### src/rtl/wb_cpu_arbiter_if.sv
// Wishbone bundle between the CPU's instruction/data masters, the arbiter and the
// system interconnect. The arbiter uses the slave view, the surrounding logic the master view.
interface wb_cpu_arbiter_if;
    logic        icmu_cyc_i, icmu_stb_i, icmu_we_i;
    logic [31:2] icmu_addr_i;
    logic [2:0]  icmu_cti_i;
    logic [1:0]  icmu_bte_i;
    logic [3:0]  icmu_sel_i;
    logic [31:0] icmu_data_i;
    logic [31:0] icmu_data_o;
    logic        icmu_ack_o;

    logic        dcmu_cyc_i, dcmu_stb_i, dcmu_we_i;
    logic [31:2] dcmu_addr_i;
    logic [2:0]  dcmu_cti_i;
    logic [1:0]  dcmu_bte_i;
    logic [3:0]  dcmu_sel_i;
    logic [31:0] dcmu_data_i;
    logic [31:0] dcmu_data_o;
    logic        dcmu_ack_o;

    logic        wbm_cyc_o, wbm_stb_o, wbm_we_o;
    logic [31:2] wbm_addr_o;
    logic [2:0]  wbm_cti_o;
    logic [1:0]  wbm_bte_o;
    logic [3:0]  wbm_sel_o;
    logic [31:0] wbm_data_o;
    logic [31:0] wbm_data_i;
    logic        wbm_ack_i;

    modport slave (
        input  icmu_cyc_i, icmu_stb_i, icmu_we_i, icmu_addr_i, icmu_cti_i, icmu_bte_i,
               icmu_sel_i, icmu_data_i,
        output icmu_data_o, icmu_ack_o,
        input  dcmu_cyc_i, dcmu_stb_i, dcmu_we_i, dcmu_addr_i, dcmu_cti_i, dcmu_bte_i,
               dcmu_sel_i, dcmu_data_i,
        output dcmu_data_o, dcmu_ack_o,
        output wbm_cyc_o, wbm_stb_o, wbm_we_o, wbm_addr_o, wbm_cti_o, wbm_bte_o,
               wbm_sel_o, wbm_data_o,
        input  wbm_data_i, wbm_ack_i
    );

    modport master (
        output icmu_cyc_i, icmu_stb_i, icmu_we_i, icmu_addr_i, icmu_cti_i, icmu_bte_i,
               icmu_sel_i, icmu_data_i,
        input  icmu_data_o, icmu_ack_o,
        output dcmu_cyc_i, dcmu_stb_i, dcmu_we_i, dcmu_addr_i, dcmu_cti_i, dcmu_bte_i,
               dcmu_sel_i, dcmu_data_i,
        input  dcmu_data_o, dcmu_ack_o,
        input  wbm_cyc_o, wbm_stb_o, wbm_we_o, wbm_addr_o, wbm_cti_o, wbm_bte_o,
               wbm_sel_o, wbm_data_o,
        output wbm_data_i, wbm_ack_i
    );
endinterface

### src/rtl/wb_cpu_arbiter.sv
// Round-robin arbiter merging the CPU's ICMU and DCMU Wishbone masters onto one bus,
// granting whole cyc-held bus cycles, with a watchdog that fakes an ack for silent slaves.

// Return path for one master: ack only to the owner, read data broadcast while granted.
module wb_cpu_arbiter_port (
    input  logic        own,
    input  logic        active,
    input  logic        force_term,
    input  logic        wbm_ack,
    input  logic [31:0] wbm_data,
    output logic        ack,
    output logic [31:0] data
);
    // In a forced-termination cycle the slave's late ack is swallowed.
    assign ack  = own & (force_term | wbm_ack);
    assign data = (active && !(own && force_term)) ? wbm_data : 32'h0;
endmodule

module wb_cpu_arbiter #(
    parameter int TIMEOUT = 256
) (
    input  logic            clk,
    input  logic            rst,
    wb_cpu_arbiter_if.slave bus,
    output logic            grant_icmu,
    output logic            grant_dcmu,
    output logic            bus_timeout
);
    localparam int NUM_M = 2;
    localparam int CW    = ($clog2(TIMEOUT + 1) > 8) ? $clog2(TIMEOUT + 1) : 8;
    localparam logic [CW-1:0] LIMIT = CW'((TIMEOUT > 0) ? TIMEOUT - 1 : 0);

    typedef struct packed {
        logic        cyc;
        logic        stb;
        logic        we;
        logic [31:2] addr;
        logic [2:0]  cti;
        logic [1:0]  bte;
        logic [3:0]  sel;
        logic [31:0] data;
    } wb_req_t;

    typedef enum logic [1:0] {IDLE, GNT_I, GNT_D} state_t;

    wb_req_t [NUM_M-1:0]        req;      // 0 = ICMU, 1 = DCMU
    wb_req_t                    sel_req;
    state_t                     state, state_nxt;
    logic                       last_d;   // DCMU was the most recent grant
    logic [NUM_M-1:0]           own;
    logic                       busy;
    logic                       wbm_stb;
    logic                       force_q, force_nxt;
    logic [CW-1:0]              wd_cnt, wd_cnt_nxt;
    logic [NUM_M-1:0]           ack_o;
    logic [NUM_M-1:0][31:0]     data_o;

    assign req[0] = {bus.icmu_cyc_i, bus.icmu_stb_i, bus.icmu_we_i, bus.icmu_addr_i,
                     bus.icmu_cti_i, bus.icmu_bte_i, bus.icmu_sel_i, bus.icmu_data_i};
    assign req[1] = {bus.dcmu_cyc_i, bus.dcmu_stb_i, bus.dcmu_we_i, bus.dcmu_addr_i,
                     bus.dcmu_cti_i, bus.dcmu_bte_i, bus.dcmu_sel_i, bus.dcmu_data_i};

    always_ff @(posedge clk or posedge rst) begin
        if (rst) begin
            state  <= IDLE;
            last_d <= 1'b0;
        end else begin
            state <= state_nxt;
            if (state_nxt != state && state_nxt != IDLE)
                last_d <= (state_nxt == GNT_D);
        end
    end

    // A grant is held for as long as the owner keeps cyc up, bursts included.
    always_comb begin
        state_nxt = state;
        case (state)
            IDLE: begin
                if (req[0].cyc && req[1].cyc) state_nxt = last_d ? GNT_I : GNT_D;
                else if (req[0].cyc)          state_nxt = GNT_I;
                else if (req[1].cyc)          state_nxt = GNT_D;
            end
            GNT_I: if (!req[0].cyc) state_nxt = req[1].cyc ? GNT_D : IDLE;
            GNT_D: if (!req[1].cyc) state_nxt = req[0].cyc ? GNT_I : IDLE;
            default: state_nxt = IDLE;
        endcase
    end

    assign own     = {state == GNT_D, state == GNT_I};
    assign busy    = (state != IDLE);
    assign sel_req = own[1] ? req[1] : (own[0] ? req[0] : '0);
    assign wbm_stb = sel_req.stb & ~force_q;

    assign bus.wbm_cyc_o  = sel_req.cyc;
    assign bus.wbm_stb_o  = wbm_stb;
    assign bus.wbm_we_o   = sel_req.we;
    assign bus.wbm_addr_o = sel_req.addr;
    assign bus.wbm_cti_o  = sel_req.cti;
    assign bus.wbm_bte_o  = sel_req.bte;
    assign bus.wbm_sel_o  = sel_req.sel;
    assign bus.wbm_data_o = sel_req.data;

    // Watchdog: a stall that survives to the limit schedules one forced-termination cycle.
    always_comb begin
        wd_cnt_nxt = '0;
        force_nxt  = 1'b0;
        if (TIMEOUT != 0 && wbm_stb && !bus.wbm_ack_i && state_nxt == state) begin
            if (wd_cnt == LIMIT) force_nxt  = 1'b1;
            else                 wd_cnt_nxt = wd_cnt + 1'b1;
        end
    end

    always_ff @(posedge clk or posedge rst) begin
        if (rst) begin
            wd_cnt  <= '0;
            force_q <= 1'b0;
        end else begin
            wd_cnt  <= wd_cnt_nxt;
            force_q <= force_nxt;
        end
    end

    genvar g;
    generate
        for (g = 0; g < NUM_M; g++) begin : g_port
            wb_cpu_arbiter_port u_port (
                .own        (own[g]),
                .active     (busy),
                .force_term (force_q),
                .wbm_ack    (bus.wbm_ack_i),
                .wbm_data   (bus.wbm_data_i),
                .ack        (ack_o[g]),
                .data       (data_o[g])
            );
        end
    endgenerate

    assign bus.icmu_ack_o  = ack_o[0];
    assign bus.icmu_data_o = data_o[0];
    assign bus.dcmu_ack_o  = ack_o[1];
    assign bus.dcmu_data_o = data_o[1];

    assign grant_icmu  = own[0];
    assign grant_dcmu  = own[1];
    assign bus_timeout = force_q;
endmodule
### src/flat_wrapper.sv
// flat-port wrapper written by rule: the top's interface ports become plain ports
module wb_cpu_arbiter_flat 
#(
    parameter int TIMEOUT = 256
)
  (clk, rst, grant_icmu, grant_dcmu, bus_timeout, bus_icmu_cyc_i, bus_icmu_stb_i, bus_icmu_we_i, bus_icmu_addr_i, bus_icmu_cti_i, bus_icmu_bte_i, bus_icmu_sel_i, bus_icmu_data_i, bus_icmu_data_o, bus_icmu_ack_o, bus_dcmu_cyc_i, bus_dcmu_stb_i, bus_dcmu_we_i, bus_dcmu_addr_i, bus_dcmu_cti_i, bus_dcmu_bte_i, bus_dcmu_sel_i, bus_dcmu_data_i, bus_dcmu_data_o, bus_dcmu_ack_o, bus_wbm_cyc_o, bus_wbm_stb_o, bus_wbm_we_o, bus_wbm_addr_o, bus_wbm_cti_o, bus_wbm_bte_o, bus_wbm_sel_o, bus_wbm_data_o, bus_wbm_data_i, bus_wbm_ack_i);
  wb_cpu_arbiter_if bus_i ();
  input  logic clk;
  input  logic rst;
  output logic grant_icmu;
  output logic grant_dcmu;
  output logic bus_timeout;
  input wire logic [$bits(bus_i.icmu_cyc_i)-1:0] bus_icmu_cyc_i;
  input wire logic [$bits(bus_i.icmu_stb_i)-1:0] bus_icmu_stb_i;
  input wire logic [$bits(bus_i.icmu_we_i)-1:0] bus_icmu_we_i;
  input wire logic [$bits(bus_i.icmu_addr_i)-1:0] bus_icmu_addr_i;
  input wire logic [$bits(bus_i.icmu_cti_i)-1:0] bus_icmu_cti_i;
  input wire logic [$bits(bus_i.icmu_bte_i)-1:0] bus_icmu_bte_i;
  input wire logic [$bits(bus_i.icmu_sel_i)-1:0] bus_icmu_sel_i;
  input wire logic [$bits(bus_i.icmu_data_i)-1:0] bus_icmu_data_i;
  output wire logic [$bits(bus_i.icmu_data_o)-1:0] bus_icmu_data_o;
  output wire logic [$bits(bus_i.icmu_ack_o)-1:0] bus_icmu_ack_o;
  input wire logic [$bits(bus_i.dcmu_cyc_i)-1:0] bus_dcmu_cyc_i;
  input wire logic [$bits(bus_i.dcmu_stb_i)-1:0] bus_dcmu_stb_i;
  input wire logic [$bits(bus_i.dcmu_we_i)-1:0] bus_dcmu_we_i;
  input wire logic [$bits(bus_i.dcmu_addr_i)-1:0] bus_dcmu_addr_i;
  input wire logic [$bits(bus_i.dcmu_cti_i)-1:0] bus_dcmu_cti_i;
  input wire logic [$bits(bus_i.dcmu_bte_i)-1:0] bus_dcmu_bte_i;
  input wire logic [$bits(bus_i.dcmu_sel_i)-1:0] bus_dcmu_sel_i;
  input wire logic [$bits(bus_i.dcmu_data_i)-1:0] bus_dcmu_data_i;
  output wire logic [$bits(bus_i.dcmu_data_o)-1:0] bus_dcmu_data_o;
  output wire logic [$bits(bus_i.dcmu_ack_o)-1:0] bus_dcmu_ack_o;
  output wire logic [$bits(bus_i.wbm_cyc_o)-1:0] bus_wbm_cyc_o;
  output wire logic [$bits(bus_i.wbm_stb_o)-1:0] bus_wbm_stb_o;
  output wire logic [$bits(bus_i.wbm_we_o)-1:0] bus_wbm_we_o;
  output wire logic [$bits(bus_i.wbm_addr_o)-1:0] bus_wbm_addr_o;
  output wire logic [$bits(bus_i.wbm_cti_o)-1:0] bus_wbm_cti_o;
  output wire logic [$bits(bus_i.wbm_bte_o)-1:0] bus_wbm_bte_o;
  output wire logic [$bits(bus_i.wbm_sel_o)-1:0] bus_wbm_sel_o;
  output wire logic [$bits(bus_i.wbm_data_o)-1:0] bus_wbm_data_o;
  input wire logic [$bits(bus_i.wbm_data_i)-1:0] bus_wbm_data_i;
  input wire logic [$bits(bus_i.wbm_ack_i)-1:0] bus_wbm_ack_i;
  assign bus_i.icmu_cyc_i = bus_icmu_cyc_i;
  assign bus_i.icmu_stb_i = bus_icmu_stb_i;
  assign bus_i.icmu_we_i = bus_icmu_we_i;
  assign bus_i.icmu_addr_i = bus_icmu_addr_i;
  assign bus_i.icmu_cti_i = bus_icmu_cti_i;
  assign bus_i.icmu_bte_i = bus_icmu_bte_i;
  assign bus_i.icmu_sel_i = bus_icmu_sel_i;
  assign bus_i.icmu_data_i = bus_icmu_data_i;
  assign bus_icmu_data_o = bus_i.icmu_data_o;
  assign bus_icmu_ack_o = bus_i.icmu_ack_o;
  assign bus_i.dcmu_cyc_i = bus_dcmu_cyc_i;
  assign bus_i.dcmu_stb_i = bus_dcmu_stb_i;
  assign bus_i.dcmu_we_i = bus_dcmu_we_i;
  assign bus_i.dcmu_addr_i = bus_dcmu_addr_i;
  assign bus_i.dcmu_cti_i = bus_dcmu_cti_i;
  assign bus_i.dcmu_bte_i = bus_dcmu_bte_i;
  assign bus_i.dcmu_sel_i = bus_dcmu_sel_i;
  assign bus_i.dcmu_data_i = bus_dcmu_data_i;
  assign bus_dcmu_data_o = bus_i.dcmu_data_o;
  assign bus_dcmu_ack_o = bus_i.dcmu_ack_o;
  assign bus_wbm_cyc_o = bus_i.wbm_cyc_o;
  assign bus_wbm_stb_o = bus_i.wbm_stb_o;
  assign bus_wbm_we_o = bus_i.wbm_we_o;
  assign bus_wbm_addr_o = bus_i.wbm_addr_o;
  assign bus_wbm_cti_o = bus_i.wbm_cti_o;
  assign bus_wbm_bte_o = bus_i.wbm_bte_o;
  assign bus_wbm_sel_o = bus_i.wbm_sel_o;
  assign bus_wbm_data_o = bus_i.wbm_data_o;
  assign bus_i.wbm_data_i = bus_wbm_data_i;
  assign bus_i.wbm_ack_i = bus_wbm_ack_i;
  wb_cpu_arbiter #(.TIMEOUT(TIMEOUT)) u_core (.clk(clk), .rst(rst), .bus(bus_i), .grant_icmu(grant_icmu), .grant_dcmu(grant_dcmu), .bus_timeout(bus_timeout));
endmodule
### config.mk
export PLATFORM = sky130hd
export DESIGN_NAME = wb_cpu_arbiter_flat
export DESIGN_NICKNAME = d
export VERILOG_FILES = /design/src/rtl/wb_cpu_arbiter_if.sv /design/src/rtl/wb_cpu_arbiter.sv /design/src/flat_wrapper.sv
export SDC_FILE = /design/constraint.sdc
export NUM_CORES = 1
export LEC_CHECK = 0
export BUFFER_PORTS_ARGS = -buffer_cell sky130_fd_sc_hd__buf_2
export CORE_AREA = 2 2 126 128
export CTS_CLUSTER_DIAMETER = 30
export DETAILED_ROUTE_END_ITERATION = 16
export DIE_AREA = 0 0 128 130
export PLACE_DENSITY_LB_ADDON = 0.2
export SETUP_SLACK_MARGIN = 0.1
export SLEW_MARGIN = 15
export SYNTH_ARGS = -nofsm -noshare
export SYNTH_HDL_FRONTEND = slang
export SYNTH_SLANG_ARGS = --single-unit
export TNS_END_PERCENT = 5
### constraint.sdc
create_clock -name clk -period 1.51 [get_ports clk]
set_input_delay 0.0755 -clock clk [delete_from_list [all_inputs] [get_ports clk]]
set_output_delay 0.0755 -clock clk [all_outputs]
set_load 0.01 [all_outputs]
Word level (Yosys, flattened, before mapping) --
Cells that the tools add are included.
Storage, ports and cells: word-level logic and storage cells 47, input bits 183, register bits after elaboration 13
Cells by class: equality and inequality tests 6, reduce and logical (&&, ||, !) cells 14, bitwise operators 5, $add $sub $neg 1, muxes and demuxes 17
Operators with widths (count):
- 74-bit 2-to-1 mux | 2
- 32-bit 2-to-1 mux | 2
- 9-bit 2-to-1 mux | 2
- 2-bit 2-to-1 mux | 7
- 9-bit by 1-bit adder with 9-bit output, second input constant | 1
- 9-bit by 8-bit == test with 1-bit output, second input constant | 1
- 1-bit logical AND | 8
- 2-bit case mux with 3 select lines | 1
- 2-bit == test, second input constant | 2
- 2-bit nonzero test | 2
- 1-bit AND | 3
- 1-bit logical NOT | 3
- 1-bit 2-to-1 mux | 3
- 2-bit by 1-bit == test with 1-bit output, second input constant | 1
- 2-bit == test | 1
- 2-bit logical NOT | 1
- 2-bit inequality test | 1
- 1-bit inverter | 1
- 1-bit bitwise OR | 1

Depth between registers and ports, before layout --
depth in word-level cells 7, gate-level depth with buffers 7

Hierarchy --
A second synthesis with hierarchy kept.
Unflattened totals: cells, all modules 236, area total of the unflattened synthesis 1894.3 um^2
By module, submodules not included:
- wb_cpu_arbiter | cells an instance 156, sequential area each 325.3 um^2, area an instance 1363.8 um^2, times used 1
- wb_cpu_arbiter_port | cells an instance 40, sequential area each 0.0 um^2, area an instance 265.3 um^2, times used 2

Worst setup path after synthesis --
Ideal clock, no wire load.
kind reg-to-reg, start point register u_core.state[1], end point register u_core.wd_cnt[7], arrival 1467 ps, data required time 1430 ps, period minus slack after synthesis 1547 ps, buffers on the path 2, stages on the path, launching flop included 7, setup slack -37 ps, cells stage by stage dfrtp_1 -> buf_6 -> and2b_2 -> nand2_1 -> a2111o_1 -> buf_6 -> nor3b_2
On the way: cells in the longest elaborated chain, start to end 7
RTL lines:
- from (decl) | line wb_cpu_arbiter.sv:48 | state_t state, state_nxt;
- from (signal assigned) | line wb_cpu_arbiter.sv:68 | state <= state_nxt;
- 2-bit 2-to-1 mux / 2-bit by 1-bit == test with 1-bit output (equally long branches) | line wb_cpu_arbiter.sv:81, wb_cpu_arbiter.sv:77, wb_cpu_arbiter.sv:89
- 2-bit 2-to-1 mux / 74-bit 2-to-1 mux (equally long branches) | line wb_cpu_arbiter.sv:80, wb_cpu_arbiter.sv:91
- 2-bit 2-to-1 mux / 74-bit 2-to-1 mux (equally long branches) | line wb_cpu_arbiter.sv:79, wb_cpu_arbiter.sv:91
- 2-bit case mux with 3 select lines / 1-bit AND (equally long branches) | line wb_cpu_arbiter.sv:77, wb_cpu_arbiter.sv:92
- 2-bit == test / 1-bit logical AND (equally long branches) | line wb_cpu_arbiter.sv:107 | if (TIMEOUT != 0 && wbm_stb && !bus.wbm_ack_i && state_nxt == state) begin
- 1-bit logical AND * | line wb_cpu_arbiter.sv:107
- 9-bit 2-to-1 mux * | line wb_cpu_arbiter.sv:107
- via u_core.wd_cnt_nxt[7] | line wb_cpu_arbiter.sv:54 | logic [CW-1:0] wd_cnt, wd_cnt_nxt;
- to (signal assigned) | line wb_cpu_arbiter.sv:118 | wd_cnt <= wd_cnt_nxt;
- to (decl) | line wb_cpu_arbiter.sv:54
The timed path passes the listed nets; every way through them passes the cells marked *. A chain may end at the register's enable or synchronous reset.

Worst setup path after layout --
start point register u_core.state[1], end point register u_core.wd_cnt[5]
Same word-level chain as after synthesis.

==> metrics.log <==
INFO  metric power.density_cell_area = 771.8 nW/um^2
INFO  metric critical_path_cell_with_the_highest_stage_delay = sky130_fd_sc_hd__a2111o_2
INFO  metric power.leakage = around 2.3 nW
INFO  metric route.met3.wl = 833 microns
INFO  metric setup_tns = -9.282 ns
INFO  metric fp-row-count = 46
INFO  metric io_buffer_count = 325
INFO  metric dp.final_hpwl = between 9 and 10 mm
INFO  metric final_core_util = 26.45%
INFO  metric cp_max_fo = 5
INFO  metric post-route-period-util = 107.6%
INFO  metric cp-start-kind = flip-flop
INFO  metric slew_viol_final = 0
INFO  metric power.share.sequential = 12.1%
INFO  metric post-place-cells = 740
INFO  metric antenna_found_initial = 0
INFO  metric globalplace.congestion = 0.8196
INFO  metric cts_tree = done
INFO  metric p_sw_share = about two fifths
INFO  metric synth_seq_cells = 13
INFO  metric wirelength_met1 = 5.287 mm
INFO  metric number_of_global_route_vias_before_repair = 2800
INFO  metric hold_path.class = primary input to flip-flop
INFO  metric dr_wl_met2 = 5.773 mm
INFO  metric chipHeight = 130 microns
INFO  metric outcome = finished, violations left
INFO  metric final.min_clock_period = around 1.6 ns
INFO  metric first_pass_grt_wire_length = ~16 mm
INFO  metric timing.critical_path.arrival = 1.79 ns
INFO  metric min_path_cells = 3
INFO  metric violated_checks = negative setup slack
INFO  metric grt_setup_unrepaired = true
INFO  metric layout_commonest_cell = sky130_fd_sc_hd__buf_2
INFO  metric synth_cell_types = 30
INFO  metric fp.coreArea = approximately 15000 sq um
INFO  metric total_switching_power = roughly 1.3 mW
INFO  metric detail_route.wl_per_cell = 15.91 microns
INFO  metric synth_warnings = 0
INFO  metric synth_area_per_cell = between 7 and 8 sq um
INFO  metric grtUsageTotal = a little under an eighth
INFO  metric regToRegSetupSlack = -0.11 ns
INFO  metric worst-endpoint-required = 1.67 ns
INFO  metric io_pins = around 330
INFO  metric cell_internal_pwr = 1.827 mW
INFO  metric root_buffer = sky130_fd_sc_hd__clkbuf_16
INFO  metric drv_cap = 0
INFO  metric timing.reg2reg.worst_path_depth = 4
INFO  metric number_of_iterations_in_the_first_detailed_routing_pass = 4
INFO  metric highest-signal-layer = met4
INFO  metric worst_setup_hold_path_clk_slew = 0.04 ns
INFO  metric drcViolationCount = 0
INFO  metric detail-route-antenna-nets = 0
INFO  metric irDropWorstVdd = 0.3356 mV
INFO  metric drt-vias-per-instance = 4.152
INFO  metric grt_overflow = 0
INFO  metric max_freq = 615.4 MHz
INFO  metric finalWorstSetupSlack = -0.1149 ns
INFO  metric maximum_number_of_pins_on_one_net_before_global_route_repair = 45
INFO  metric cts.sink_count = 13
INFO  metric dp_worst_setup_slack = -0.1584 ns
INFO  metric maximum_root_to_sink_buffer_count = 2
INFO  metric power.combinational.fraction = between 70% and 80%
INFO  metric timing.clock.skew = 0.002466 ns
INFO  metric worst_skew_late_latency = 0.24 ns
INFO  metric timing.slew.headroom = 64.87%
INFO  metric synth_seq_area_share = 17.75%
INFO  metric syn_inst = approximately 230
INFO  metric antenna-diode-count = 0
INFO  metric cts-buffers-inserted = 3
INFO  metric drt_iter0_drc = between 100 and 150
INFO  metric htreeDepth = 1
INFO  metric share_of_final_layout_standard_cells_stronger_than_drive_strength_1 = between 60% and 70%
INFO  metric nNetsFinal = approximately 750
INFO  metric layout.filler_cells = 1721
INFO  metric most-common-layout-cells = sky130_fd_sc_hd__buf_2 (316), sky130_fd_sc_hd__a22o_1 (72), sky130_fd_sc_hd__nor2b_1 (65)
INFO  metric detailroute.via_count = 3122
INFO  metric critical_path.cell_chain = and2b_4, nand2_4, a2111o_2, nor3b_2
INFO  metric worstSetupEndpointType = flip-flop
INFO  metric die_area = 16640 sq um
INFO  metric die-width = about 130 microns
INFO  metric postSynthNetCount = 417
INFO  metric totalWireLength = 11.97 mm
INFO  metric power.share.clock = between 15 and 20%
INFO  metric layout-area-overhead-vs-synth = 122.6%
INFO  metric cpPeakStageDelay = roughly 0.54 ns
INFO  metric max_slew.worst_pin.slew = 0.5264 ns
INFO  metric initial_utilization = 11.88%
INFO  metric post_synth_instance_area = 1833 sq um
INFO  metric setup.worst_path.class = flip-flop to flip-flop
INFO  metric final_hold_viol_count = 0
INFO  metric report.final.setup_viol = 149
INFO  metric final-instance-count-excl-fill = 752
## critical path, delay by kind of cell (launching register included)
family | cells | cell delay (ns)
compound gates | 1 | 0.54
simple gates | 3 | 0.60
flops | 1 | 0.40
## routing by layer
layer	track usage, %	vias up
met5	0	-
met4	1.551	0
met1	16.42	1444
met2	20.04	160
met3	1.927	6
li1	-	1512
## timing repair
item	CTS	global route
buffers inserted	2	1
hold endpoints to repair	13	0
hold buffers	1	0
endpoints found under the setup margin	151	152
cloned	2	2
pin swaps	7	27
resized for setup	15	11
## kinds of logic after synthesis
group | count (synthesis) | share of synthesized area, %
XOR/XNOR | 6 | 2.867
buffers and inverters | 29 | 7.167
AO/OA/AOI/OAI | 84 | 39.45
AND/OR/NAND/NOR | 100 | 32.08
flip-flops | 13 | 17.75
adder cells (fa/ha/maj) | 1 | 0.6825
## layout make-up
class,instances,area [sq um],area share (%)
sequential,13,326.6,8.004
inverter,3,11.26,0.2760
tap,192,240.2,5.888
timing repair buffer,348,1992,48.82
multi-input combinational,192,1431,35.08
clock buffer,4,78.83,1.932
## registers in the layout, indices dropped and copies added, names as in the netlist
signal              cells
u_core.wd_cnt           9
u_core.bus_timeout      1
u_core.state            2
u_core.last_d           1
## power by group through the flow
stage                     registers, mW  clock network (mW)  logic [mW]
after floorplan                   0.378                   0        1.05
after global placement            0.387                   0        2.06
after detailed placement          0.388                   0        2.07
after CTS                         0.381               0.513        2.19
after global routing              0.384               0.528        2.44
final                             0.382               0.496        2.27
## metrics by stage
stage / power (mW) / hold slack [ns] / instance area (sq um)
3_3_place_gp: 2.447 / 0.1379 / 3769
4_1_cts: 3.087 / 0.2309 / 3976
3_5_place_dp: 2.454 / 0.1381 / 3769
5_1_grt: 3.352 / 0.2813 / 4080
6_report: 3.149 / 0.2387 / 4080
2_1_floorplan: 1.424 / -0.04754 / 1839
## Yosys cell counts, drive strengths merged
| library cell | number | area [sq um] |
|---|---|---|
| nand2 | 10 | 37.54 |
| nor3 | 1 | 5.000 |
| xor2 | 1 | 8.760 |
| o31ai | 1 | 7.510 |
| xnor2 | 5 | 43.79 |
| nor2 | 13 | 48.80 |
| buf | 17 | 86.33 |
| dfrtp | 13 | 325.3 |
| ha | 1 | 12.51 |
| o22ai | 1 | 6.260 |
| a2111o | 1 | 11.26 |
| inv | 3 | 11.26 |
| o22a | 1 | 8.760 |
| o311ai | 1 | 8.760 |
| and2 | 1 | 6.260 |
| clkbuf | 9 | 33.78 |
| a22o | 72 | 630.6 |
| o21a | 3 | 22.52 |
| a21oi | 3 | 15.01 |
| or4 | 1 | 7.510 |
| nor2b | 66 | 415.4 |
| nor4 | 1 | 6.260 |
| nor3b | 3 | 37.54 |
| nand3 | 3 | 15.01 |
| a22oi | 1 | 12.51 |
| and2b | 1 | 8.760 |
## path summary, 6_finish.rpt
check / to / start
min: u_core.state[0] / bus_icmu_cyc_i
min reg2reg: u_core.wd_cnt[8] / u_core.wd_cnt[8]
max in group asynchronous: u_core.bus_timeout / rst
min in group asynchronous: u_core.wd_cnt[2] / rst
max reg2reg: u_core.wd_cnt[5] / u_core.state[1]
max: u_core.wd_cnt[5] / u_core.state[1]
No activity file was read; power rests on OpenSTA's default activity.
